[src/rtl/axi_pkg.sv]
// Shared AXI encodings and write-slave state type.
package axi_pkg;

  typedef enum logic [1:0] {
    BURST_FIXED = 2'd0,
    BURST_INCR  = 2'd1,
    BURST_WRAP  = 2'd2,
    BURST_RSVD  = 2'd3
  } burst_t;

  typedef enum logic [1:0] {
    RESP_OKAY   = 2'd0,
    RESP_SLVERR = 2'd2
  } resp_t;

  typedef enum logic [1:0] {
    ST_IDLE = 2'd0,
    ST_DATA = 2'd1,
    ST_RESP = 2'd2
  } state_t;

  // WRAP bursts are only legal with 2, 4, 8 or 16 beats.
  function automatic logic is_wrap_len(input logic [7:0] len);
    return (len == 8'd1) || (len == 8'd3) || (len == 8'd7) || (len == 8'd15);
  endfunction

endpackage

[src/rtl/axi_write_slave_if.sv]
// AXI4 write channels (AW, W, B) bundled for the write slave.
// Handshake rule for every channel: a transfer happens on a rising clock
// edge where VALID and READY are both high; a source holding VALID keeps its
// payload stable until that edge, and VALID never depends on READY.
interface axi_write_slave_if #(
  parameter int ID_WIDTH   = 4,
  parameter int ADDR_WIDTH = 12,
  parameter int DATA_WIDTH = 32
);
  localparam int STRB_WIDTH = DATA_WIDTH / 8;

  logic [ID_WIDTH-1:0]   AWID;
  logic [ADDR_WIDTH-1:0] AWADDR;
  logic [7:0]            AWLEN;
  logic [2:0]            AWSIZE;
  logic [1:0]            AWBURST;
  logic                  AWVALID;
  logic                  AWREADY;

  logic [DATA_WIDTH-1:0] WDATA;
  logic [STRB_WIDTH-1:0] WSTRB;
  logic                  WLAST;
  logic                  WVALID;
  logic                  WREADY;

  logic [ID_WIDTH-1:0]   BID;
  logic [1:0]            BRESP;
  logic                  BVALID;
  logic                  BREADY;

  modport master (
    output AWID, AWADDR, AWLEN, AWSIZE, AWBURST, AWVALID,
    input  AWREADY,
    output WDATA, WSTRB, WLAST, WVALID,
    input  WREADY,
    input  BID, BRESP, BVALID,
    output BREADY
  );

  modport slave (
    input  AWID, AWADDR, AWLEN, AWSIZE, AWBURST, AWVALID,
    output AWREADY,
    input  WDATA, WSTRB, WLAST, WVALID,
    output WREADY,
    output BID, BRESP, BVALID,
    input  BREADY
  );
endinterface

[src/rtl/axi_burst_addr_gen.sv]
// Combinational AXI next-beat address for FIXED, INCR and WRAP bursts.
module axi_burst_addr_gen
  import axi_pkg::*;
#(
  parameter int ADDR_WIDTH = 12
) (
  input  logic [ADDR_WIDTH-1:0] addr,
  input  logic [2:0]            size,
  input  logic [7:0]            len,
  input  burst_t                burst,
  output logic [ADDR_WIDTH-1:0] next_addr
);
  // Extra headroom so the wrap container ((len+1) << size) never overflows.
  localparam int CW = ADDR_WIDTH + 16;

  logic [CW-1:0] addr_x;
  logic [CW-1:0] size_bytes;
  logic [CW-1:0] aligned;
  logic [CW-1:0] incr;
  logic [CW-1:0] wrap_mask;
  logic [CW-1:0] wrap_addr;

  // Align down to the beat size, step one beat, then fold into the container for WRAP.
  always_comb begin
    addr_x     = CW'(addr);
    size_bytes = CW'(1) << size;
    aligned    = addr_x & ~(size_bytes - CW'(1));
    incr       = aligned + size_bytes;
    wrap_mask  = ((CW'(len) + CW'(1)) << size) - CW'(1);
    wrap_addr  = (addr_x & ~wrap_mask) | (incr & wrap_mask);
    next_addr  = addr;
    case (burst)
      BURST_INCR: next_addr = incr[ADDR_WIDTH-1:0];
      BURST_WRAP: next_addr = wrap_addr[ADDR_WIDTH-1:0];
      default:    next_addr = addr;
    endcase
  end
endmodule

[src/rtl/axi_write_slave.sv]
// AXI4 write slave: one burst at a time, each beat becomes a single-cycle
// write on a word-addressed backend memory port, one B response per burst.
module axi_write_slave
  import axi_pkg::*;
#(
  parameter int ID_WIDTH   = 4,
  parameter int ADDR_WIDTH = 12,
  parameter int DATA_WIDTH = 32,
  localparam int STRB_WIDTH = DATA_WIDTH / 8,
  localparam int OFF_BITS   = $clog2(STRB_WIDTH)
) (
  input  logic                           clk,
  input  logic                           rst_n,
  axi_write_slave_if.slave               bus,
  output logic                           mem_we,
  output logic [ADDR_WIDTH-OFF_BITS-1:0] mem_addr,
  output logic [DATA_WIDTH-1:0]          mem_wdata,
  output logic [STRB_WIDTH-1:0]          mem_wstrb,
  output state_t                         state_dbg
);

  state_t                state_q, state_d;
  logic [ID_WIDTH-1:0]   id_q;
  logic [ADDR_WIDTH-1:0] addr_q;
  logic [ADDR_WIDTH-1:0] next_addr;
  logic [7:0]            len_q;
  logic [2:0]            size_q;
  burst_t                burst_q;
  logic [8:0]            cnt_q;
  logic                  req_err_q;
  logic                  last_err_q;

  logic aw_hs;
  logic w_hs;
  logic last_beat;
  logic aw_err;

  assign aw_hs     = (state_q == ST_IDLE) && bus.AWVALID;
  assign w_hs      = (state_q == ST_DATA) && bus.WVALID;
  assign last_beat = (cnt_q == {1'b0, len_q});

  // A request is refused (but still drained) for reserved bursts, oversize beats or illegal wrap lengths.
  always_comb begin
    aw_err = (bus.AWBURST == BURST_RSVD) ||
             (int'(bus.AWSIZE) > OFF_BITS) ||
             ((bus.AWBURST == BURST_WRAP) && !is_wrap_len(bus.AWLEN));
  end

  axi_burst_addr_gen #(
    .ADDR_WIDTH(ADDR_WIDTH)
  ) u_addr_gen (
    .addr      (addr_q),
    .size      (size_q),
    .len       (len_q),
    .burst     (burst_q),
    .next_addr (next_addr)
  );

  // State register.
  always_ff @(posedge clk or negedge rst_n) begin
    if (!rst_n) state_q <= ST_IDLE;
    else        state_q <= state_d;
  end

  // Next-state and channel ready/valid decode.
  always_comb begin
    state_d     = state_q;
    bus.AWREADY = 1'b0;
    bus.WREADY  = 1'b0;
    bus.BVALID  = 1'b0;
    case (state_q)
      ST_IDLE: begin
        bus.AWREADY = 1'b1;
        if (bus.AWVALID) state_d = ST_DATA;
      end
      ST_DATA: begin
        bus.WREADY = 1'b1;
        if (bus.WVALID && last_beat) state_d = ST_RESP;
      end
      ST_RESP: begin
        bus.BVALID = 1'b1;
        if (bus.BREADY) state_d = ST_IDLE;
      end
      default: state_d = ST_IDLE;
    endcase
  end

  // Burst context: capture on AW, advance count/address and track WLAST misuse on W.
  always_ff @(posedge clk or negedge rst_n) begin
    if (!rst_n) begin
      id_q       <= '0;
      addr_q     <= '0;
      len_q      <= '0;
      size_q     <= '0;
      burst_q    <= BURST_FIXED;
      cnt_q      <= '0;
      req_err_q  <= 1'b0;
      last_err_q <= 1'b0;
    end else if (aw_hs) begin
      id_q       <= bus.AWID;
      addr_q     <= bus.AWADDR;
      len_q      <= bus.AWLEN;
      size_q     <= bus.AWSIZE;
      burst_q    <= burst_t'(bus.AWBURST);
      cnt_q      <= '0;
      req_err_q  <= aw_err;
      last_err_q <= 1'b0;
    end else if (w_hs) begin
      cnt_q  <= cnt_q + 9'd1;
      addr_q <= next_addr;
      if (bus.WLAST != last_beat) last_err_q <= 1'b1;
    end
  end

  // Response and backend outputs; BID/BRESP only change outside RESP.
  always_comb begin
    bus.BID   = id_q;
    bus.BRESP = ((state_q == ST_RESP) && (req_err_q || last_err_q)) ? RESP_SLVERR : RESP_OKAY;
    mem_we    = w_hs && !req_err_q;
    mem_addr  = addr_q[ADDR_WIDTH-1:OFF_BITS];
    mem_wdata = bus.WDATA;
    mem_wstrb = bus.WSTRB;
    state_dbg = state_q;
  end

endmodule

[src/flat_wrapper.sv]
// flat-port wrapper written by rule: the top's interface ports become plain ports
module axi_write_slave_flat import axi_pkg::*;
#(
  parameter int ID_WIDTH   = 4,
  parameter int ADDR_WIDTH = 12,
  parameter int DATA_WIDTH = 32,
  localparam int STRB_WIDTH = DATA_WIDTH / 8,
  localparam int OFF_BITS   = $clog2(STRB_WIDTH)
)
  (clk, rst_n, mem_we, mem_addr, mem_wdata, mem_wstrb, state_dbg, bus_AWID, bus_AWADDR, bus_AWLEN, bus_AWSIZE, bus_AWBURST, bus_AWVALID, bus_AWREADY, bus_WDATA, bus_WSTRB, bus_WLAST, bus_WVALID, bus_WREADY, bus_BID, bus_BRESP, bus_BVALID, bus_BREADY);
  axi_write_slave_if #(.ID_WIDTH(ID_WIDTH), .ADDR_WIDTH(ADDR_WIDTH), .DATA_WIDTH(DATA_WIDTH)) bus_i ();
  input  logic clk;
  input  logic rst_n;
  output logic mem_we;
  output logic [ADDR_WIDTH-OFF_BITS-1:0] mem_addr;
  output logic [DATA_WIDTH-1:0] mem_wdata;
  output logic [STRB_WIDTH-1:0] mem_wstrb;
  output state_t state_dbg;
  input wire logic [$bits(bus_i.AWID)-1:0] bus_AWID;
  input wire logic [$bits(bus_i.AWADDR)-1:0] bus_AWADDR;
  input wire logic [$bits(bus_i.AWLEN)-1:0] bus_AWLEN;
  input wire logic [$bits(bus_i.AWSIZE)-1:0] bus_AWSIZE;
  input wire logic [$bits(bus_i.AWBURST)-1:0] bus_AWBURST;
  input wire logic [$bits(bus_i.AWVALID)-1:0] bus_AWVALID;
  output wire logic [$bits(bus_i.AWREADY)-1:0] bus_AWREADY;
  input wire logic [$bits(bus_i.WDATA)-1:0] bus_WDATA;
  input wire logic [$bits(bus_i.WSTRB)-1:0] bus_WSTRB;
  input wire logic [$bits(bus_i.WLAST)-1:0] bus_WLAST;
  input wire logic [$bits(bus_i.WVALID)-1:0] bus_WVALID;
  output wire logic [$bits(bus_i.WREADY)-1:0] bus_WREADY;
  output wire logic [$bits(bus_i.BID)-1:0] bus_BID;
  output wire logic [$bits(bus_i.BRESP)-1:0] bus_BRESP;
  output wire logic [$bits(bus_i.BVALID)-1:0] bus_BVALID;
  input wire logic [$bits(bus_i.BREADY)-1:0] bus_BREADY;
  assign bus_i.AWID = bus_AWID;
  assign bus_i.AWADDR = bus_AWADDR;
  assign bus_i.AWLEN = bus_AWLEN;
  assign bus_i.AWSIZE = bus_AWSIZE;
  assign bus_i.AWBURST = bus_AWBURST;
  assign bus_i.AWVALID = bus_AWVALID;
  assign bus_AWREADY = bus_i.AWREADY;
  assign bus_i.WDATA = bus_WDATA;
  assign bus_i.WSTRB = bus_WSTRB;
  assign bus_i.WLAST = bus_WLAST;
  assign bus_i.WVALID = bus_WVALID;
  assign bus_WREADY = bus_i.WREADY;
  assign bus_BID = bus_i.BID;
  assign bus_BRESP = bus_i.BRESP;
  assign bus_BVALID = bus_i.BVALID;
  assign bus_i.BREADY = bus_BREADY;
  axi_write_slave #(.ID_WIDTH(ID_WIDTH), .ADDR_WIDTH(ADDR_WIDTH), .DATA_WIDTH(DATA_WIDTH)) u_core (.clk(clk), .rst_n(rst_n), .bus(bus_i), .mem_we(mem_we), .mem_addr(mem_addr), .mem_wdata(mem_wdata), .mem_wstrb(mem_wstrb), .state_dbg(state_dbg));
endmodule
[config.mk]
export PLATFORM = sky130hd
export DESIGN_NAME = axi_write_slave_flat
export DESIGN_NICKNAME = d
export VERILOG_FILES = /design/src/rtl/axi_pkg.sv /design/src/rtl/axi_write_slave_if.sv /design/src/rtl/axi_burst_addr_gen.sv /design/src/rtl/axi_write_slave.sv /design/src/flat_wrapper.sv
export SDC_FILE = /design/constraint.sdc
export NUM_CORES = 1
export LEC_CHECK = 0
export BUFFER_PORTS_ARGS = -buffer_cell sky130_fd_sc_hd__buf_2
export CAP_MARGIN = 20
export CORE_AREA = 2 2 109 153
export CTS_CLUSTER_DIAMETER = 40
export DETAILED_ROUTE_END_ITERATION = 10
export DIE_AREA = 0 0 111 155
export HOLD_SLACK_MARGIN = 0.1
export MAX_ROUTING_LAYER = met4
export PLACE_DENSITY = 0.48
export SLEW_MARGIN = 20
export SYNTH_ARGS = -nofsm -noshare
export SYNTH_HDL_FRONTEND = slang
export SYNTH_SLANG_ARGS = --single-unit
[constraint.sdc]
create_clock -name clk -period 4.3 [get_ports clk]
set_clock_uncertainty 0.05 [all_clocks]
set_input_delay 0.215 -clock clk [delete_from_list [all_inputs] [get_ports clk]]
set_output_delay 0.215 -clock clk [all_outputs]
set_load 0.05 [all_outputs]
==> impl_results.md, run 1 <==
- Worst-path clk slew: 0.07 ns
- GRT Util Overall: 14.2%
- Setup crit start: u_core.size_q[0]$_DFFE_PN0P_
- Post-synth net total: 587
- Worst slew pin tran: 0.905 ns
- Post-Syn Area per Cell: 7.61 um^2
- Area grow syn2layout: 9.22%
- Synth top area share: 27.1%
- Initial core utilization: 24.4%
- Vias: 3587
- CP Launch Type: register
- Commonest cells in the netlist: nand2_1 (85), buf_4 (48), dfrtp_1 (42)
- Distinct cells, synth: 69
- Crit Path Max Fanout: 12
- Number of global-route vias before repair: 3538
- Cell row count: 55
- Drt first pass iters: 4
- Register share of total power: 23.1%
- Nets@finish: 590
- Post-synth top flop: dfrtp_1
- P_int: 1.60 mW
- Busiest layer in global routing: met2
- Core Util, Final: 26.7%
- Asr flop ratio synth: 100%
- Largest net degree at the start of global routing: 47
- Yosys reg bits: 42
- Post-Syn Instances: 510
- Initial DRC count: 273
- Psw: 1.93 mW
- Final WL: 11.9 mm
- IO Count: 129
- Leakage: 1.78 nW
- H-tree Lvls: 2
- Worst vdd ir: 0.000232 V
- Cell Area, Synth: 0.00388 mm^2
- Arr. time, crit path: 3.76 ns
- Average wire per standard cell: 16.6 um
- Die Span Y: 155 um
- WP data required: 4.43 ns
- Core footprint: 0.0159 mm^2
- HPWL after DPL: 8.79 mm
- Outcome: finished, final reports clean
- Die area: 0.0172 mm^2
- Met1 Use GR: 16.8%
- FMAX: 0.275 GHz
- First-pass GRT wire length: 19.3 mm
- Cell taking the most area after synthesis: dfrtp_1
- Most frequent cell after synthesis: nand2_1
- Initial antenna violation count: 0
- Worst skew pair latency: 0.29 ns
- Final hold slack: 0.102 ns
- GRT met3 Usage: 2.06%
- Final non-filler cell total: 713
- Hold path cells: 3
- Reg2reg setup slack: 0.67 ns
- GP Congestion: 0.941
- CTS tree: built
- Setup_tns: 0 ns
- Power per Cell Area: 833 mW/mm^2
- Die W: 111 um
- CTS Buf Count: 5
- Period minus WS final: 3.63 ns
- Syn. warnings: 0
- DRC: 0
- PostCTS Resize Cnt: 0
- R2R cell count: 10
- Slew Viols, Final: 0
- Sw Ratio: 54.7%
- Area contributors post-synth: dfrtp_1 (27%), buf_4 (9.3%), nand2_1 (8.2%)
- Endpoints failing hold: 0
- Slew HR: 39.7%
- Clock share of power: 11.0%
- Total grt overflow: 0
- Hold Crit Class: in -> reg
- Fraction of layout cells with a size suffix above 1: 16.5%
- Setup violators final: 0
- Number of synthesized flops with an enable pin: 0
- DR vias/cell: 5.03
- Max-capacitance violation count: 0
- Final antenna diode count: 0
- RR Startpoint: u_core.size_q[0]$_DFFE_PN0P_
- Gate power share: 65.8%
- Port bufs: 55
- Post-route clock period utilization: 84.5%
- Met2 usage: 24.9%
- Cells after DPL: 691
- Max clock buf depth: 2
- CP Capture Type: register
- Clock root buffer: clkbuf_16
- Worst hold start: bus_AWADDR[8]
- CTS sink count: 42
- RSZ-0062 raised after global routing: no
- Antenna violation net count after detailed routing: 0
- Sequential fraction of the synthesis area: 27.1%
- Crit path kind: reg -> reg
==> worst max-delay path, cell delays in order (launching register included) <==
cell and delay (ns):
dfrtp_1 0.57, or3b_2 0.52, ha_1 0.35, or4bb_1 0.52, a211oi_1 0.20, o21ai_0 0.21
a211o_1 0.35, a21o_1 0.21, o21bai_1 0.13, o311ai_0 0.13, mux2_2 0.28
==> worst max path at each step <==
stage,to,slack (ns)
detailed placement,register,0.69
global placement,register,0.79
finish,register,0.67
floorplan,register,1.09
CTS,register,0.69
global route,register,0.44
==> power by group through the flow <==
stage | Clock, mW | Combinational, mW | Sequential (mW)
after global routing | 0.417 | 2.56 | 0.855
after CTS | 0.404 | 2.33 | 0.818
after global placement | 0 | 2.31 | 0.818
after floorplan | 0 | 1.94 | 0.753
final | 0.389 | 2.32 | 0.817
after detailed placement | 0 | 2.31 | 0.824
==> kinds of logic after synthesis <==
family | synth area share [%]
adder cells (fa/ha/maj) | 1.93
other | 0.0967
buffers and inverters | 13.7
AND/OR/NAND/NOR | 26.5
XOR/XNOR | 6.77
flip-flops | 27.1
AO/OA/AOI/OAI | 21.4
multiplexers | 2.48
==> cell usage in the layout, fill, tap and decap left out, types with 3 or more instances in the layout <==
master          n
o21a_1          6
nor3_1         12
clkbuf_16       5
o31ai_1         3
a32oi_1         3
nor2_1         34
buf_4           6
or2_2           4
a211o_1         4
mux2i_1         4
o32ai_1         4
xor2_1         14
and2_1          5
nor3b_1         3
a22oi_1         4
xnor2_1        16
nand2b_1       12
o21bai_1        3
and3_1          6
o21ai_0        32
nand2_1        85
inv_1          10
nand4b_1        3
a21oi_1        30
nand3_1         7
mux2_2          5
dlygate4sd3_1  14
nor2b_1         6
a211oi_1        8
buf_2          54
nand4_1        12
dfrtp_1        42
ha_1            6
a31oi_1         5
nor4_1          3
==> layer usage <==
metal	vias up	routed length [um]
li1	1764	-
met1	1720	5020
met2	79	6160
met3	24	374
met4	0	299
met5	-	0
==> repair_timing <==
action | 4_1_cts | 5_1_grt
hold buffers | 13 | 1
hold endpoints to repair | 13 | 42
buffers inserted | 0 | 0
==> cell type report <==
class,instances,area [um^2]
Multi-Input combinational cell,379,2300
Clock inverter,2,13.8
Clock buffer,6,129
Sequential cell,42,1050
Fill cell,1773,11700
Inverter,11,41.3
Timing Repair Buffer,74,455
Tap cell,199,249
==> metrics by stage <==
step,worst slack [ns],power [mW],instance area [um^2]
after floorplan,1.09,2.69,3880
after global placement,0.789,3.13,3950
after detailed placement,0.693,3.13,3950
after CTS,0.692,3.55,4230
after global routing,0.440,3.83,4240
final,0.668,3.53,4240
Note: power is estimated with default switching activity, not from simulation.
==> run 2, diff against run 1 <==
--- a/config.mk
+++ b/config.mk
@@ -5,6 +5,7 @@
 export SDC_FILE = /design/constraint.sdc
 export NUM_CORES = 1
 export LEC_CHECK = 0
+export ABC_AREA = 1
 export BUFFER_PORTS_ARGS = -buffer_cell sky130_fd_sc_hd__buf_2
 export CAP_MARGIN = 20
 export CORE_AREA = 2 2 109 153
==> constraint.sdc (replaced) <==
create_clock -name clk -period 3.4 [get_ports clk]
set_clock_uncertainty 0.05 [all_clocks]
set_input_delay 0.17 -clock clk [delete_from_list [all_inputs] [get_ports clk]]
set_output_delay 0.17 -clock clk [all_outputs]
set_load 0.05 [all_outputs]
==> run 2 against run 1 <==
Synthesized area increased by 0.29%. Maximum frequency rose by 33%. Sequential power up 22%. Sequential share of layout area decreased by 0.53 points. Critical path type unchanged.
==> impl_results.md, run 2 <==
- Setup_tns: 0 ns (unchanged)
- Die Span Y: 155 um (unchanged)
- Setup crit start: u_core.size_q[1]$_DFFE_PN0P_ (was u_core.size_q[0]$_DFFE_PN0P_)
- Worst skew pair latency: 0.29 ns (about the same)
- IO Count: 129 (unchanged)
- Most frequent cell after synthesis: nand2_1 (unchanged)
- Leakage: 2.14 nW (was 1.78 nW)
- Die W: 111 um (unchanged)
- Cell taking the most area after synthesis: dfrtp_1 (unchanged)
- Area contributors post-synth: dfrtp_1 (27%), nand2_1 (15%), buf_4 (9.8%) (was dfrtp_1 (27%), buf_4 (9.3%), nand2_1 (8.2%))
- Core footprint: 0.0159 mm^2 (unchanged)
- Slew HR: 58.6% (was 39.7%)
- Setup bufs post-CTS: 0 (unchanged)
- Initial antenna violation count: 0 (unchanged)
- Clock root buffer: clkbuf_16 (unchanged)
- Max-capacitance violation count: 0 (unchanged)
- Hold Crit Class: in -> reg (unchanged)
- Cell row count: 55 (unchanged)
- Post-route clock period utilization: 80.5% (was 84.5%)
- GP Congestion: 0.913 (was 0.941)
- Final WL: 11.5 mm (was 11.9 mm)
- DR vias/cell: 4.56 (was 5.03)
- Setup violators final: 0 (unchanged)
- GRT Util Overall: 14.3% (was 14.2%)
- Antenna violation net count after detailed routing: 0 (unchanged)
- Period minus WS final: 2.74 ns (was 3.63 ns)
- Vias: 3676 (was 3587)
- Initial core utilization: 24.5% (was 24.4%)
- Hold path cells: 3 (unchanged)
- Number of synthesized flops with an enable pin: 0 (unchanged)
- WP data required: 3.59 ns (was 4.43 ns)
- Arr. time, crit path: 2.93 ns (was 3.76 ns)
- Fraction of layout cells with a size suffix above 1: 20.4% (was 16.5%)
- Core Util, Final: 27.2% (was 26.7%)
- H-tree Lvls: 2 (unchanged)
- Fin area: 0.00433 mm^2 (was 0.00424 mm^2)
- CTS tree: built (unchanged)
- Asr flop ratio synth: 100% (unchanged)
- Post-synth net total: 665 (was 587)
- Die area: 0.0172 mm^2 (unchanged)
- Endpoints failing hold: 0 (unchanged)
- Max clock buf depth: 2 (unchanged)
- Number of global-route vias before repair: 3816 (was 3538)
- Distinct cells, synth: 42 (was 69)
- Commonest cells after routing, fill and taps aside: nand2_1 (154), nand3_1 (58), inv_1 (56), buf_2 (55), dfrtp_1 (42) (was nand2_1 (85), buf_2 (54), dfrtp_1 (42), nor2_1 (34), o21ai_0 (32))
- Slew Viols, Final: 0 (unchanged)
- Cell Area, Placed: 0.00401 mm^2 (was 0.00395 mm^2)
- Commonest non-fill, non-tap cell in the layout: nand2_1 (unchanged)
- Outcome: finished, final reports clean (unchanged)
- Worst vdd ir: 0.000327 V (was 0.000232 V)
- Post-synth top flop: dfrtp_1 (unchanged)
- Post-Syn Area per Cell: 6.62 um^2 (was 7.61 um^2)
- HPWL after DPL: 9.01 mm (was 8.79 mm)
- Final antenna diode count: 0 (unchanged)
- Reg2reg setup slack: 0.66 ns (was 0.67 ns)
- Sequential fraction of the synthesis area: 27.0% (was 27.1%)
- DRC: 0 (unchanged)
- Syn. warnings: 0 (unchanged)
- Commonest cells in the netlist: nand2_1 (154), nand3_1 (58), inv_1 (56) (was nand2_1 (85), buf_4 (48), dfrtp_1 (42))
- Nets@finish: 684 (was 590)
- FMAX: 0.365 GHz (was 0.275 GHz)
- Synth top area share: 27.0% (was 27.1%)
- RSZ-0062 raised after global routing: no (unchanged)
- Total grt overflow: 0 (unchanged)
- Area grow syn2layout: 11.3% (was 9.22%)
- Worst-path clk slew: 0.07 ns (about the same)
- R2R cell count: 17 (was 10)
- RR Startpoint: u_core.size_q[1]$_DFFE_PN0P_ (was u_core.size_q[0]$_DFFE_PN0P_)
- CP Launch Type: register (unchanged)
- Average wire per standard cell: 14.2 um (was 16.6 um)
- Initial DRC count: 158 (was 273)
- Crit path kind: reg -> reg (unchanged)
- Worst slew pin tran: 0.621 ns (was 0.905 ns)
- CTS sink count: 42 (unchanged)
- Power per Cell Area: 1010 mW/mm^2 (was 833 mW/mm^2)
- Drt first pass iters: 4 (unchanged)
- Port bufs: 55 (unchanged)
- Post-Syn Instances: 588 (was 510)
- WHS Endpoint: u_core.size_q[0]$_DFFE_PN0P_
- Crit Path Max Fanout: 13 (was 12)
- Cell Area, Synth: 0.00389 mm^2 (was 0.00388 mm^2)
- Yosys reg bits: 42 (unchanged)
- First-pass GRT wire length: 19.3 mm (about the same)
- CTS Buf Count: 5 (unchanged)
- Largest net degree at the start of global routing: 43 (was 47)
- CP Capture Type: register (unchanged)
- Worst hold start: bus_AWSIZE[0] (was bus_AWADDR[8])
==> run 2: critical path: stages (launching register included) <==
cell and delay, ns:
dfrtp_1 0.62, inv_2 0.24, nand3_2 0.17, ha_1 0.26, inv_1 0.10, nand2_1 0.11, o21ai_4 0.09, a21oi_1 0.18
nand2_1 0.17, nand3_1 0.14, nand3_1 0.13, nand2_1 0.08, nand2_1 0.05, nor2_1 0.09, nand2_1 0.06, nand2_1 0.05
nand2_1 0.04, nand2_1 0.04
==> run 2: what timing repair did <==
item                                   4_1_cts  5_1_grt
gates resized for setup                      0        0
hold buffers                                13        0
endpoints found under the hold margin       55        0
==> run 2: worst max path at each step <==
stage	to	slack, ns
after floorplan	u_core.cnt_q[8]$_DFFE_PN0P_	0.68
after global placement	register	0.73
after detailed placement	register	0.69
after CTS	register	0.66
after global routing	register	0.24
final	register	0.66
==> run 2: layout make-up <==
type                    count  area (um^2)
repair buffers             74          450
multi-input cells         417         2130
clock buffers               5          125
inverters                  67          254
well taps                 199          249
clock inverters             3         68.8
fillers                  1775        11600
flip-flops and latches     42         1050
==> run 2: power breakdown <==
group | leakage (nW) | internal, mW | switching [mW]
registers | 0.519 | 0.701 | 0.294
logic | 1.53 | 0.833 | 1.90
clock network | 0.0940 | 0.423 | 0.226
total | 2.14 | 1.96 | 2.42
==> run 2: cells by family (layout without fill, tap and decap cells) <==
group / Yosys count / in the layout / share of synthesized area (%)
compound gates: 95 / 95 / 14.2
xor+xnor: 5 / 5 / 1.13
fa+ha+maj: 6 / 6 / 1.93
buf+inv: 129 / 149 / 18.2
flops: 42 / 42 / 27.0
mux: 1 / 1 / 0.257
other cells: 1 / 1 / 0.0964
simple gates: 309 / 309 / 37.2
==> run 2: layer usage <==
metal,up-vias,GRT usage (%),share of wire [%],wire length [um]
met1,1647,15.7,41,4720
met2,93,26.1,52,5990
met3,28,1.99,3.4,393
met4,0,5.89,3.4,392
met5,-,-,0,0
li1,1908,-,-,-
==> run 2: stage by stage <==
step           hold WS (ns)  setup WS, ns  std cells  total power [mW]
2_1_floorplan        -0.176         0.684        588              3.28
3_3_place_gp          0.251         0.729        786              3.76
3_5_place_dp          0.253         0.686        786              3.75
4_1_cts               0.101         0.657        807              4.43
5_1_grt               0.117         0.244        807              4.85
6_report              0.103         0.661        807              4.38
==> run 3, diff against run 2 <==
--- a/config.mk
+++ b/config.mk
@@ -14,7 +14,7 @@
 export DIE_AREA = 0 0 111 155
 export HOLD_SLACK_MARGIN = 0.1
 export MAX_ROUTING_LAYER = met4
-export PLACE_DENSITY = 0.48
+export PLACE_DENSITY = 0.49
 export SLEW_MARGIN = 20
 export SYNTH_ARGS = -nofsm -noshare
 export SYNTH_HDL_FRONTEND = slang
==> constraint.sdc (replaced) <==
create_clock -name clk -period 2.2 [get_ports clk]
set_clock_uncertainty 0.05 [all_clocks]
set_input_delay 0.11 -clock clk [delete_from_list [all_inputs] [get_ports clk]]
set_output_delay 0.11 -clock clk [all_outputs]
set_load 0.05 [all_outputs]
==> run 3 against run 2 <==
The run now ends with setup timing left. Critical path type unchanged. Worst hold slack got worse by 0.0056 ns. Highest routed layer unchanged. Count of clock-buffer cells in the layout unchanged. Global-route usage increased by 0.47 points. Design area increased by 19%.
==> impl_results.md, run 3 (same netlist as run 2, synthesis figures left out) <==
- Crit path kind: reg -> reg (unchanged)
- Max clock buf depth: 2 (unchanged)
- Pre-CTS setup slack: -0.109 ns (was 0.686 ns)
- Largest net degree at the start of global routing: 32 (was 43)
- Port bufs: 55 (unchanged)
- Commonest non-fill, non-tap cell in the layout: nand2_1 (unchanged)
- Cell Area, Placed: 0.00438 mm^2 (was 0.00401 mm^2)
- Register share of total power: 18.4% (was 22.7%)
- Period minus WS final: 2.21 ns (was 2.74 ns)
- Antenna violation net count after detailed routing: 0 (unchanged)
- CP Launch Type: register (unchanged)
- Sw Ratio: 53.9% (was 55.3%)
- Drt first pass iters: 4 (unchanged)
- GRT met3 Usage: 1.91% (was 1.99%)
- Final WL: 12.2 mm (was 11.5 mm)
- Power per Cell Area: 1530 mW/mm^2 (was 1010 mW/mm^2)
- WP data required: 2.39 ns (was 3.59 ns)
- Flip-flop and latch area: 0.00105 mm^2 (about the same)
- Worst skew pair latency: 0.30 ns (was 0.29 ns)
- CTS Buf Count: 5 (unchanged)
- Crit Path Max Fanout: 4 (was 13)
- Final hold slack: 0.0976 ns (was 0.103 ns)
- Endpoints failing hold: 0 (unchanged)
- Setup violators final: 1 (was 0)
- Total grt overflow: 0 (unchanged)
- Met2 usage: 27.5% (was 26.1%)
- FMAX: 0.453 GHz (was 0.365 GHz)
- P_int: 3.63 mW (was 1.96 mW)
- Die W: 111 um (unchanged)
- Leakage: 2.52 nW (was 2.14 nW)
- Outcome: finished, violations left (was finished, final reports clean)
- CP Capture Type: register (unchanged)
- IO Count: 129 (unchanged)
- Initial antenna violation count: 0 (unchanged)
- GP Congestion: 0.929 (was 0.913)
- Commonest cells after routing, fill and taps aside: nand2_1 (142), buf_4 (58), buf_2 (55), inv_1 (51), nand3_1 (47) (was nand2_1 (154), nand3_1 (58), inv_1 (56), buf_2 (55), dfrtp_1 (42))
- R2R cell count: 19 (was 17)
- H-tree Lvls: 2 (unchanged)
- Footprint of the multi-input gates: 0.00243 mm^2 (was 0.00213 mm^2)
- Worst-path clk slew: 0.07 ns (about the same)
- Gate power share: 71.8% (was 62.5%)
- Vias: 3979 (was 3676)
- CTS sink count: 42 (unchanged)
- Final antenna diode count: 0 (unchanged)
- Setup crit start: u_core.size_q[1]$_DFFE_PN0P_ (unchanged)
- Nets@finish: 753 (was 684)
- Fraction of layout cells with a size suffix above 1: 35.5% (was 20.4%)
- Initial DRC count: 182 (was 158)
- Number of global-route vias before repair: 3933 (was 3816)
- Worst vdd ir: 0.000500 V (was 0.000327 V)
- Clock share of power: 9.8% (was 14.8%)
- Slew Viols, Final: 0 (unchanged)
- DR vias/cell: 4.54 (was 4.56)
- Failing checks: setup timing
- Arr. time, crit path: 2.40 ns (was 2.93 ns)
- RR Startpoint: u_core.size_q[1]$_DFFE_PN0P_ (unchanged)
- Fin area: 0.00515 mm^2 (was 0.00433 mm^2)
- Cell row count: 55 (unchanged)
- Die area: 0.0172 mm^2 (unchanged)
- Met1 Use GR: 15.5% (was 15.7%)
- Area grow syn2layout: 32.5% (was 11.3%)
- Core footprint: 0.0159 mm^2 (unchanged)
- Setup_tns: -0.00792 ns (was 0 ns)
- Fill count: 1706 (was 1775)
- Post-route clock period utilization: 100% (was 80.5%)
- Hold Crit Class: in -> reg (unchanged)
- HPWL after DPL: 9.54 mm (was 9.01 mm)
- GRT Util Overall: 14.8% (was 14.3%)
- Clock root buffer: clkbuf_16 (unchanged)
- Busiest layer in global routing: met2 (unchanged)
- CTS tree: built (unchanged)
- Initial core utilization: 24.5% (unchanged)
- Max-capacitance violation count: 0 (unchanged)
- Die Span Y: 155 um (unchanged)
- RSZ-0062 raised after global routing: yes (was no)
- Reg2reg setup slack: -0.008 ns (was 0.66 ns)
- Psw: 4.25 mW (was 2.42 mW)
- Average wire per standard cell: 14.0 um (was 14.2 um)
- Post-route setup slack: -0.00792 ns (was 0.661 ns)
- First-pass GRT wire length: 19.9 mm (was 19.3 mm)
- DRC: 0 (unchanged)
run 3: changes by cell type in the layout (fill, tap and decap cells not counted), sizes merged:
cell / change
clkinvlp: +1
buf: +55
dlygate4sd3: +14
bufinv: -2
clkinv: +1
run 3: through the flow:
step                instances  util (%)  total power, mW
floorplan                 588         -             5.11
global placement          831      27.5             6.31
detailed placement        831      27.5             6.32
CTS                       875      31.3             7.55
global route              876      32.4             8.59
finish                    876      32.4             7.88
run 3: power groups by stage:
stage | Clock (mW) | Combinational, mW | Sequential (mW)
floorplan | 0 | 3.61 | 1.50
global route | 0.824 | 6.26 | 1.51
CTS | 0.793 | 5.31 | 1.45
detailed placement | 0 | 4.86 | 1.46
global placement | 0 | 4.86 | 1.45
finish | 0.775 | 5.66 | 1.45
run 3: final cells by class:
| class | instances | share of cell area, % |
|---|---|---|
| inverter | 67 | 4.98 |
| tap | 199 | 4.83 |
| timing repair buffer | 143 | 19.7 |
| sequential | 42 | 20.5 |
| clock buffer | 5 | 2.43 |
| multi-input combinational | 417 | 47.2 |
| clock inverter | 3 | 0.413 |
run 3: critical path, stage by stage, from the launching register on:
cell	delay [ns]
dfrtp_1	0.41
nor2_2	0.12
inv_2	0.05
nor2_4	0.09
inv_2	0.06
ha_4	0.17
buf_4	0.14
nand3_2	0.07
o21ai_2	0.09
nor2_2	0.21
a21oi_2	0.13
nand2_4	0.10
nand3_2	0.06
nand2_1	0.06
nand2_1	0.05
nor2_1	0.09
nand2_1	0.06
nand2_1	0.05
nand2_1	0.04
nand2_1	0.04
run 3: worst min path at each step:
stage / startpoint / to / depth (start not counted)
6_report: bus_AWADDR[2] / register / 3
5_1_grt: bus_AWADDR[8] / register / 5
4_1_cts: bus_AWVALID / u_core.bus.BID[3]$_DFFE_PN0P_ / 4
3_5_place_dp: rst_n / u_core.last_err_q$_DFFE_PN0P_ / 2
3_3_place_gp: rst_n / u_core.last_err_q$_DFFE_PN0P_ / 2
2_1_floorplan: rst_n / asynchronous set/reset pin / 0
run 3: what timing repair did:
item                                   in CTS  in global routing
resized for setup                          36                 47
setup endpoints to repair                   7                  8
buffers inserted                            9                  2
hold buffers                               27                  0
endpoints found under the hold margin      69                  0
pin swaps                                  18                 14
run 3: routing by layer:
metal	vias to the layer above	wire (um)	share of wire, %
li1	2052	-	-
met1	1825	4820	39
met2	69	6480	53
met3	33	431	3.5
met4	0	501	4.1
met5	-	0	0
